## src/rtl/adder_share_arb.sv

```systemverilog
// adder_share_arb: NREQ requesters share one registered adder.
// The requester that wins arbitration gets A+B computed with IGNORE_BIT truncated LSBs
// (A forced to 1, B forced to 0) and registered with its index.
// Define ADDER_ARB_ROUND_ROBIN_EN for round-robin arbitration; the default is fixed priority.
module adder_share_arb #(
  parameter int WIDTH      = 16,
  parameter int IGNORE_BIT = 0,
  parameter int NREQ       = 4
) (
  input  logic                     CLK,
  input  logic                     RST,
  input  logic [NREQ-1:0]          REQ_VALID,
  output logic [NREQ-1:0]          REQ_READY,
  input  logic [NREQ*WIDTH-1:0]    REQ_A,
  input  logic [NREQ*WIDTH-1:0]    REQ_B,
  output logic                     RES_VALID,
  input  logic                     RES_READY,
  output logic [WIDTH-1:0]         RES_DATA,
  output logic [$clog2(NREQ)-1:0]  RES_ID
);

  localparam int IDW = $clog2(NREQ);
  localparam logic [WIDTH-1:0] LSB_MASK = (WIDTH'(1) << IGNORE_BIT) - WIDTH'(1);

  logic [WIDTH-1:0] a_arr [NREQ];
  logic [WIDTH-1:0] b_arr [NREQ];
  logic             res_valid;
  logic [WIDTH-1:0] res_data;
  logic [IDW-1:0]   res_id;
  logic             accept;
  logic             grant_any;
  logic [IDW-1:0]   grant_idx;
  logic [IDW-1:0]   cand_idx;
  logic [NREQ-1:0]  ready_vec;
  logic [WIDTH-1:0] a_mod;
  logic [WIDTH-1:0] b_mod;
  logic [WIDTH-1:0] sum;
  logic             req_xfer;

  for (genvar g = 0; g < NREQ; g++) begin : g_unpack
    assign a_arr[g] = REQ_A[g*WIDTH +: WIDTH];
    assign b_arr[g] = REQ_B[g*WIDTH +: WIDTH];
  end

  // A new operand can be taken when the result slot is empty or being drained
  assign accept = (~res_valid | RES_READY) & ~RST;

`ifdef ADDER_ARB_ROUND_ROBIN_EN
  logic [IDW-1:0] ptr;

  // Priority search starting at the pointer, wrapping modulo NREQ
  always_comb begin
    grant_any = 1'b0;
    grant_idx = '0;
    cand_idx  = '0;
    for (int unsigned i = 0; i < NREQ; i++) begin
      cand_idx = IDW'((32'(ptr) + i) % NREQ);
      if (!grant_any && REQ_VALID[cand_idx]) begin
        grant_any = 1'b1;
        grant_idx = cand_idx;
      end
    end
  end

  // Pointer moves past the winner only on an actual transfer
  always_ff @(posedge CLK or posedge RST) begin
    if (RST) begin
      ptr <= '0;
    end else if (req_xfer) begin
      ptr <= (grant_idx == IDW'(NREQ-1)) ? '0 : grant_idx + 1'b1;
    end
  end
`else
  // Fixed priority: lowest asserted index wins
  always_comb begin
    grant_any = 1'b0;
    grant_idx = '0;
    cand_idx  = '0;
    for (int unsigned i = 0; i < NREQ; i++) begin
      cand_idx = IDW'(i);
      if (!grant_any && REQ_VALID[cand_idx]) begin
        grant_any = 1'b1;
        grant_idx = cand_idx;
      end
    end
  end
`endif

  // One-hot grant to the winner when the result slot can accept
  always_comb begin
    ready_vec = '0;
    if (grant_any && accept) begin
      ready_vec[grant_idx] = 1'b1;
    end
  end

  assign req_xfer = grant_any & accept;

  // Truncated signed add: ignored LSBs of A set, of B cleared, wrap modulo 2^WIDTH
  always_comb begin
    a_mod = a_arr[grant_idx] | LSB_MASK;
    b_mod = b_arr[grant_idx] & ~LSB_MASK;
    sum   = a_mod + b_mod;
  end

  // Result register: load on request transfer, clear valid when drained with no reload
  always_ff @(posedge CLK or posedge RST) begin
    if (RST) begin
      res_valid <= 1'b0;
      res_data  <= '0;
      res_id    <= '0;
    end else if (req_xfer) begin
      res_valid <= 1'b1;
      res_data  <= sum;
      res_id    <= grant_idx;
    end else if (RES_READY) begin
      res_valid <= 1'b0;
    end
  end

  assign REQ_READY = ready_vec;
  assign RES_VALID = res_valid;
  assign RES_DATA  = res_data;
  assign RES_ID    = res_id;

endmodule
```

## config.mk

```make
export PLATFORM = sky130hd
export DESIGN_NAME = adder_share_arb
export DESIGN_NICKNAME = d
export VERILOG_FILES = /design/src/rtl/adder_share_arb.sv
export SDC_FILE = /design/constraint.sdc
export NUM_CORES = 1
export LEC_CHECK = 0
export CAP_MARGIN = 0
export CORE_UTILIZATION = 39
export DETAILED_ROUTE_END_ITERATION = 8
export GPL_ROUTABILITY_DRIVEN = 0
export PLACE_DENSITY = 0.91
export SLEW_MARGIN = 20
export SYNTH_ARGS = -nofsm -noshare
export SYNTH_HDL_FRONTEND = slang
export SYNTH_SLANG_ARGS = --single-unit
```

## constraint.sdc

```tcl
create_clock -name CLK -period 3.95 [get_ports CLK]
set_input_delay 0.395 -clock CLK [delete_from_list [all_inputs] [get_ports CLK]]
set_output_delay 0.395 -clock CLK [all_outputs]
set_load 0.03 [all_outputs]
```

==> results of run 1 <==
[synth_stat cells, types with 2 or more instances]
| cell | instances | share of area [%] |
|---|---|---|
| nand2_1 | 82 | 14 |
| o21ai_1 | 21 | 4.7 |
| a21oi_1 | 19 | 4.2 |
| nor3_1 | 2 | 0.44 |
| mux2_1 | 2 | 1.0 |
| o211ai_1 | 5 | 1.7 |
| dfrtp_1 | 19 | 21 |
| o21bai_1 | 3 | 1.0 |
| o21a_1 | 2 | 0.67 |
| o2bb2ai_1 | 2 | 0.78 |
| inv_1 | 6 | 1.0 |
| o22ai_1 | 30 | 8.3 |
| nor4b_1 | 2 | 0.78 |
| nor2_1 | 5 | 0.83 |
| ha_1 | 15 | 8.3 |
| nand2b_1 | 2 | 0.55 |
| a21o_1 | 4 | 1.3 |
| buf_2 | 9 | 2.0 |
| a211oi_1 | 4 | 1.3 |
| nor4bb_1 | 4 | 1.8 |
| and2_1 | 2 | 0.55 |
| clkbuf_1 | 14 | 2.3 |
| xor2_1 | 8 | 3.1 |
| a31oi_1 | 30 | 8.3 |
| o21ai_0 | 5 | 1.1 |
| xnor2_1 | 5 | 1.9 |
[sequential cells by signal (all words and copies together) (netlist names)]
register and flops:
RES_DATA 16, RES_VALID 1, RES_ID 2
[through the flow]
step	utilization, %	instance area, um^2	worst slack, ps
detailed placement	70.71	3918	161.0
global placement	70.71	3918	343.7
CTS	71.52	3963	407.9
global route	71.52	3963	163.9
finish	71.52	3963	326.0
floorplan	-	2255	671.9
[report_power, final]
group,total (uW),switching (uW),internal (uW),leakage [uW]
Sequential,302,40.0,262,0.000233
Combinational,881,462,419,0.00132
Clock,128,56.9,71.4,0.0000228
[critical path: cells and delay by family]
| family | cells | cell delay [ps] |
|---|---|---|
| AOI/OAI and AO/OA | 6 | 1380 |
| xor gates and xnor gates | 1 | 160 |
| adders and majority gates | 1 | 310 |
| buffers and inverters | 2 | 660 |
| and+or+nand+nor | 4 | 880 |
[layer usage]
metal  vias to the layer above  GRT usage, %
li1                       1481             -
met1                      1387         32.88
met2                       153         47.88
met3                        12         3.140
met4                         0         4.815
met5                         -             0
[worst max path at each step]
stage          depth (start not counted)            to
6_report                              14  RES_DATA[15]
5_1_grt                               14  RES_DATA[13]
3_3_place_gp                          14  RES_DATA[12]
2_1_floorplan                         16  RES_DATA[12]
3_5_place_dp                          14  RES_DATA[14]
4_1_cts                               14  RES_DATA[14]
[cell families (layout without fill, tap and decap cells)]
kind of cell	count (synthesis)	in the layout	share of synthesized area, %
mux	3	3	1.443
simple gates	102	102	19.42
buf+inv	29	178	5.327
flops	19	19	21.09
xor+xnor	13	13	5.050
fa+ha+maj	16	16	9.212
compound gates	134	134	38.46
[area by class of cell]
cell class | count | area (um^2) | area share (%)
Inverter | 6 | 22.52 | 0.5684
Multi-Input combinational cell | 268 | 1663 | 41.96
Tap cell | 72 | 90.09 | 2.273
Clock buffer | 4 | 45.04 | 1.137
Sequential cell | 19 | 475.5 | 12.00
Timing Repair Buffer | 168 | 1667 | 42.06
==> flow_metrics.env, run 1 <==
export IMPL_dr_wl_met3_um=590
export IMPL_whs_endpoint="RES_DATA[6]"
export IMPL_criticalPathCategory="in2reg"
export IMPL_grt_pass1_wl_um=12980
export IMPL_max_freq_ghz=0.2759
export IMPL_slew_viol_final=0
export IMPL_critPathSlowestCell="clkdlybuf4s50_1"
export IMPL_ys_warn_count=0
export IMPL_crit_path_end_kind="register"
export IMPL_area_growth_pct=75.75
export IMPL_syn_avg_cell_area_um2=7.135
export IMPL_num_vias=3033
export IMPL_htreeDepth=1
export IMPL_grt_max_degree=38
export IMPL_core_mm2=0.005540
export IMPL_die_area_mm2=0.006089
export IMPL_ys_types=40
export IMPL_final_layout_size_suffix_gt1_share_pct=4.516
export IMPL_ant_nets=0
export IMPL_grt_pass1_vias=2875
export IMPL_worstHoldStart="RES_DATA[6]"
export IMPL_drc=0
export IMPL_drt_met1_wl_um=3382
export IMPL_cts_root_buffer_cell="clkbuf_8"
export IMPL_tightestPinTransition_ps=682.2
export IMPL_grt_usage_pct=26.08
export IMPL_cts_buffers_inserted=3
export IMPL_max_cap_viol_count=0
export IMPL_reg2reg_depth=4
export IMPL_cts_tree="yes"
export IMPL_cp_start_kind="input port"
export IMPL_hold_violations=0
export IMPL_fin_nets=617
export IMPL_netlist_area_mm2=0.002255
export IMPL_final_setup_viol_count=0
export IMPL_ir_drop_mv=0.2760
export IMPL_finalCritPeriodShare_pct=91.75
export IMPL_ys_seq_elements=19
export IMPL_path_cells="clkdlybuf4s50_1 -> nor2_1 -> nand3b_1 -> nand2_1 -> buf_12 -> nand2_1 -> a31oi_1 -> ha_1 -> a2111oi_0 -> o21ai_1 -> a311oi_1 -> o21bai_1 -> xor2_1 -> o21ai_1"
export IMPL_whs_path_depth=2
export IMPL_die_h_um=78.04
export IMPL_clk_path_buf_depth=2
export IMPL_syn_num_nets=467
export IMPL_post_cts_buffers=0
export IMPL_antenna_found_initial=0
export IMPL_instances_no_fill=537
export IMPL_seq_area_frac_synth_pct=21.09
export IMPL_die_w_um=78.04
export IMPL_finalPower_uw=1311
export IMPL_clk_pin_slew_ps=70
export IMPL_final_min_clock_period_ps=3624
export IMPL_synth_cells=316
export IMPL_final_common_cell="clkdlybuf4s50_1"
export IMPL_cts_num_sinks=19
export IMPL_slew_headroom_pct=54.47
export IMPL_async_reset_ff_share_pct=100.0
export IMPL_status="complete, no violations"
export IMPL_io_buffers=157
export IMPL_clock_skew_ps=5.798
export IMPL_leakage_uw=0.001578
export IMPL_fp_row_count=27
export IMPL_holdWs_ps=488.2
export IMPL_crit_arrival_ps=3790
export IMPL_drtIter0Drc=170
export IMPL_dp_hpwl_um=6869
export IMPL_avgViaCountPerCell=5.648
export IMPL_worstReg2RegStart="RES_VALID"
export IMPL_clk_latency_ps=250
export IMPL_dr_wl_met2_um=4135
export IMPL_hold_path_class="reg2reg"
export IMPL_synth_edf_count=0
export IMPL_path_max_fanout=17
export IMPL_drtPass1Iterations=4
export IMPL_grt_remaining_overflow=0
export IMPL_postCtsResizedCells=0
export IMPL_start_util_pct=40.70
export IMPL_cp_required_ps=4120
export IMPL_synth_ff_type="dfrtp_1"
export IMPL_slowest_delay_ps=450
export IMPL_top_layer_used="met4"
export IMPL_rsz0062_at_grt="no"
export IMPL_hold_buffers=0
export IMPL_wl_per_cell_um=15.28
export IMPL_num_io_pins=158
export IMPL_r2r_slack_ps=2440
export IMPL_diodes=0
export IMPL_n_fill_cell=445
export IMPL_power_density_mw_per_mm2=330.8
export IMPL_drt_total_wl_um=8208
export IMPL_final_setup_tns_ps=0
export IMPL_final_cell_mix="clkdlybuf4s50_1, nand2_1, o22ai_1, a31oi_1, o21ai_1"
export IMPL_dp_cells=533
export IMPL_r2r_end="RES_DATA[1]"
export IMPL_crit_path_start="REQ_VALID[0]"
(Power assumes the default switching activity.)
==> run 2, diff against run 1 <==
--- a/config.mk
+++ b/config.mk
@@ -6,7 +6,9 @@
 export NUM_CORES = 1
 export LEC_CHECK = 0
 export CAP_MARGIN = 0
-export CORE_UTILIZATION = 39
+export CELL_PAD_IN_SITES_DETAIL_PLACEMENT = 0
+export CELL_PAD_IN_SITES_GLOBAL_PLACEMENT = 2
+export CORE_UTILIZATION = 19
 export DETAILED_ROUTE_END_ITERATION = 8
 export GPL_ROUTABILITY_DRIVEN = 0
 export PLACE_DENSITY = 0.91
==> flow_metrics.env, run 2 (synthesis gave the netlist of run 1 again) <==
export IMPL_crit_arrival_ps=3650
export IMPL_drt_total_wl_um=8929
export IMPL_drc=0
export IMPL_area_growth_pct=83.19
export IMPL_grt_usage_pct=14.51
export IMPL_drtIter0Drc=156
export IMPL_dr_wl_met2_um=4289
export IMPL_crit_family="compound AO/OA/AOI/OAI gates"
export IMPL_clk_latency_ps=250
export IMPL_path_max_fanout=11
export IMPL_cts_root_buffer_cell="clkbuf_16"
export IMPL_rsz0062_at_grt="no"
export IMPL_cp_required_ps=4080
export IMPL_tightestPinTransition_ps=704.8
export IMPL_holdWs_ps=480.0
export IMPL_top_layer_used="met4"
export IMPL_avgViaCountPerCell=4.779
export IMPL_p_comb_share_pct=64.0
export IMPL_final_setup_tns_ps=0
export IMPL_whs_endpoint="RES_ID[0]"
export IMPL_slew_viol_final=0
export IMPL_start_util_pct=19.66
export IMPL_cp_start_kind="input port"
export IMPL_dr_wl_met3_um=475
export IMPL_largest_reg_flops=16
export IMPL_worstReg2RegStart="RES_VALID"
export IMPL_swShare_pct=40.96
export IMPL_fp_row_count=39
export IMPL_cts_buffers_inserted=3
export IMPL_htreeDepth=1
export IMPL_seqPwrFrac_pct=21.4
export IMPL_grt_remaining_overflow=0
export IMPL_die_h_um=110.9
export IMPL_finalCritPeriodShare_pct=89.08
export IMPL_wl_per_cell_um=14.54
export IMPL_critPathMostFrequentCell="o21ai_1"
export IMPL_ant_nets=0
export IMPL_drt_met1_wl_um=4085
export IMPL_drtPass1Iterations=4
export IMPL_io_buffers=157
export IMPL_p_clk_share_pct=14.6
export IMPL_final_common_cell="clkdlybuf4s50_1"
export IMPL_num_vias=2934
export IMPL_path_cells="clkdlybuf4s50_1 -> nor2_1 -> nand3b_1 -> and2_1 -> nand2_1 -> a31oi_1 -> ha_1 -> fa_1 -> a211oi_1 -> o21ai_2 -> a221oi_4 -> o21ai_1 -> xnor2_1 -> o21ai_1"
export IMPL_clk_path_buf_depth=2
export IMPL_max_freq_ghz=0.2842
export IMPL_crit_path_end_kind="register"
export IMPL_grt_pass1_wl_um=14720
export IMPL_whs_path_depth=2
export IMPL_criticalPathCategory="in2reg"
export IMPL_worstHoldStart="RES_ID[0]"
export IMPL_dp_hpwl_um=7695
export IMPL_r2r_end="RES_DATA[13]"
export IMPL_die_w_um=110.9
export IMPL_p_int_uw=821.9
export IMPL_cts_num_sinks=19
export IMPL_postCtsResizedCells=0
export IMPL_power_density_mw_per_mm2=337.1
export IMPL_max_cap_viol_count=0
export IMPL_leakage_uw=0.001620
export IMPL_cts_tree="yes"
export IMPL_die_area_mm2=0.01231
export IMPL_grt_max_degree=31
export IMPL_hold_violations=0
export IMPL_core_mm2=0.01147
export IMPL_ir_drop_mv=0.2566
export IMPL_num_io_pins=158
export IMPL_fin_nets=623
export IMPL_antenna_found_initial=0
export IMPL_status="complete, no violations"
export IMPL_reg2reg_depth=6
export IMPL_slowest_delay_ps=430
export IMPL_final_layout_size_suffix_gt1_share_pct=5.732
export IMPL_final_min_clock_period_ps=3518
export IMPL_n_fill_cell=1200
export IMPL_critPathSlowestCell="fa_1"
export IMPL_path_buf_inv=1
export IMPL_slew_headroom_pct=52.96
export IMPL_diodes=0
export IMPL_post_cts_buffers=0
export IMPL_clock_skew_ps=1.014
export IMPL_hold_buffers=0
export IMPL_p_switching_uw=570.2
export IMPL_grt_pass1_vias=3036
export IMPL_hold_path_class="reg2reg"
export IMPL_clk_pin_slew_ps=50
export IMPL_final_cell_mix="clkdlybuf4s50_1, nand2_1, o22ai_1, a31oi_1, o21ai_1"
export IMPL_r2r_slack_ps=2290
export IMPL_final_setup_viol_count=0
run 2: power by group through the flow:
stage / Combinational [uW] / Sequential [uW] / Clock, uW
final: 890 / 299 / 203
after floorplan: 372 / 433 / 0
after CTS: 897 / 300 / 210
after global placement: 892 / 303 / 0
after detailed placement: 894 / 303 / 0
after global routing: 968 / 309 / 222
run 2: per-stage QoR:
| stage | total power (uW) | setup WS [ps] | util [%] | cells | instance area (um^2) |
|---|---|---|---|---|---|
| finish | 1392 | 431.5 | 36.02 | 614 | 4130 |
| global route | 1499 | 126.5 | 36.02 | 614 | 4130 |
| floorplan | 805.5 | 671.9 | - | 316 | 2255 |
| CTS | 1408 | 393.9 | 36.02 | 614 | 4130 |
| global placement | 1195 | 188.9 | 35.33 | 610 | 4051 |
| detailed placement | 1197 | 160.5 | 35.33 | 610 | 4051 |
run 2: final cells by class:
cell class                 instances  area (um^2)  area share (%)
timing repair buffer             174         1712           41.44
multi-input combinational        268         1663           40.26
sequential                        19        475.5           11.51
tap                              143        178.9           4.332
clock buffer                       4        78.83           1.909
inverter                           6        22.52          0.5453
run 2: tightest hold or removal path, cell delays in order (launching register included):
cell and delay (ps):
dfrtp_1 340, nand2_1 50, o21ai_1 60
run 2: routing by layer:
layer | vias up | GRT usage [%]
li1 | 1493 | -
met1 | 1332 | 19.12
met2 | 100 | 25.26
met3 | 9 | 1.859
met4 | 0 | 2.933
met5 | - | 0
run 2: worst max path at each step:
stage / start / cells after the start / endpoint
floorplan: REQ_VALID[1] / 16 / RES_DATA[12]
global placement: REQ_VALID[1] / 14 / RES_DATA[12]
detailed placement: REQ_VALID[1] / 14 / RES_DATA[12]
CTS: REQ_VALID[1] / 14 / RES_DATA[12]
global route: REQ_VALID[0] / 14 / RES_DATA[13]
finish: REQ_VALID[1] / 14 / RES_DATA[12]
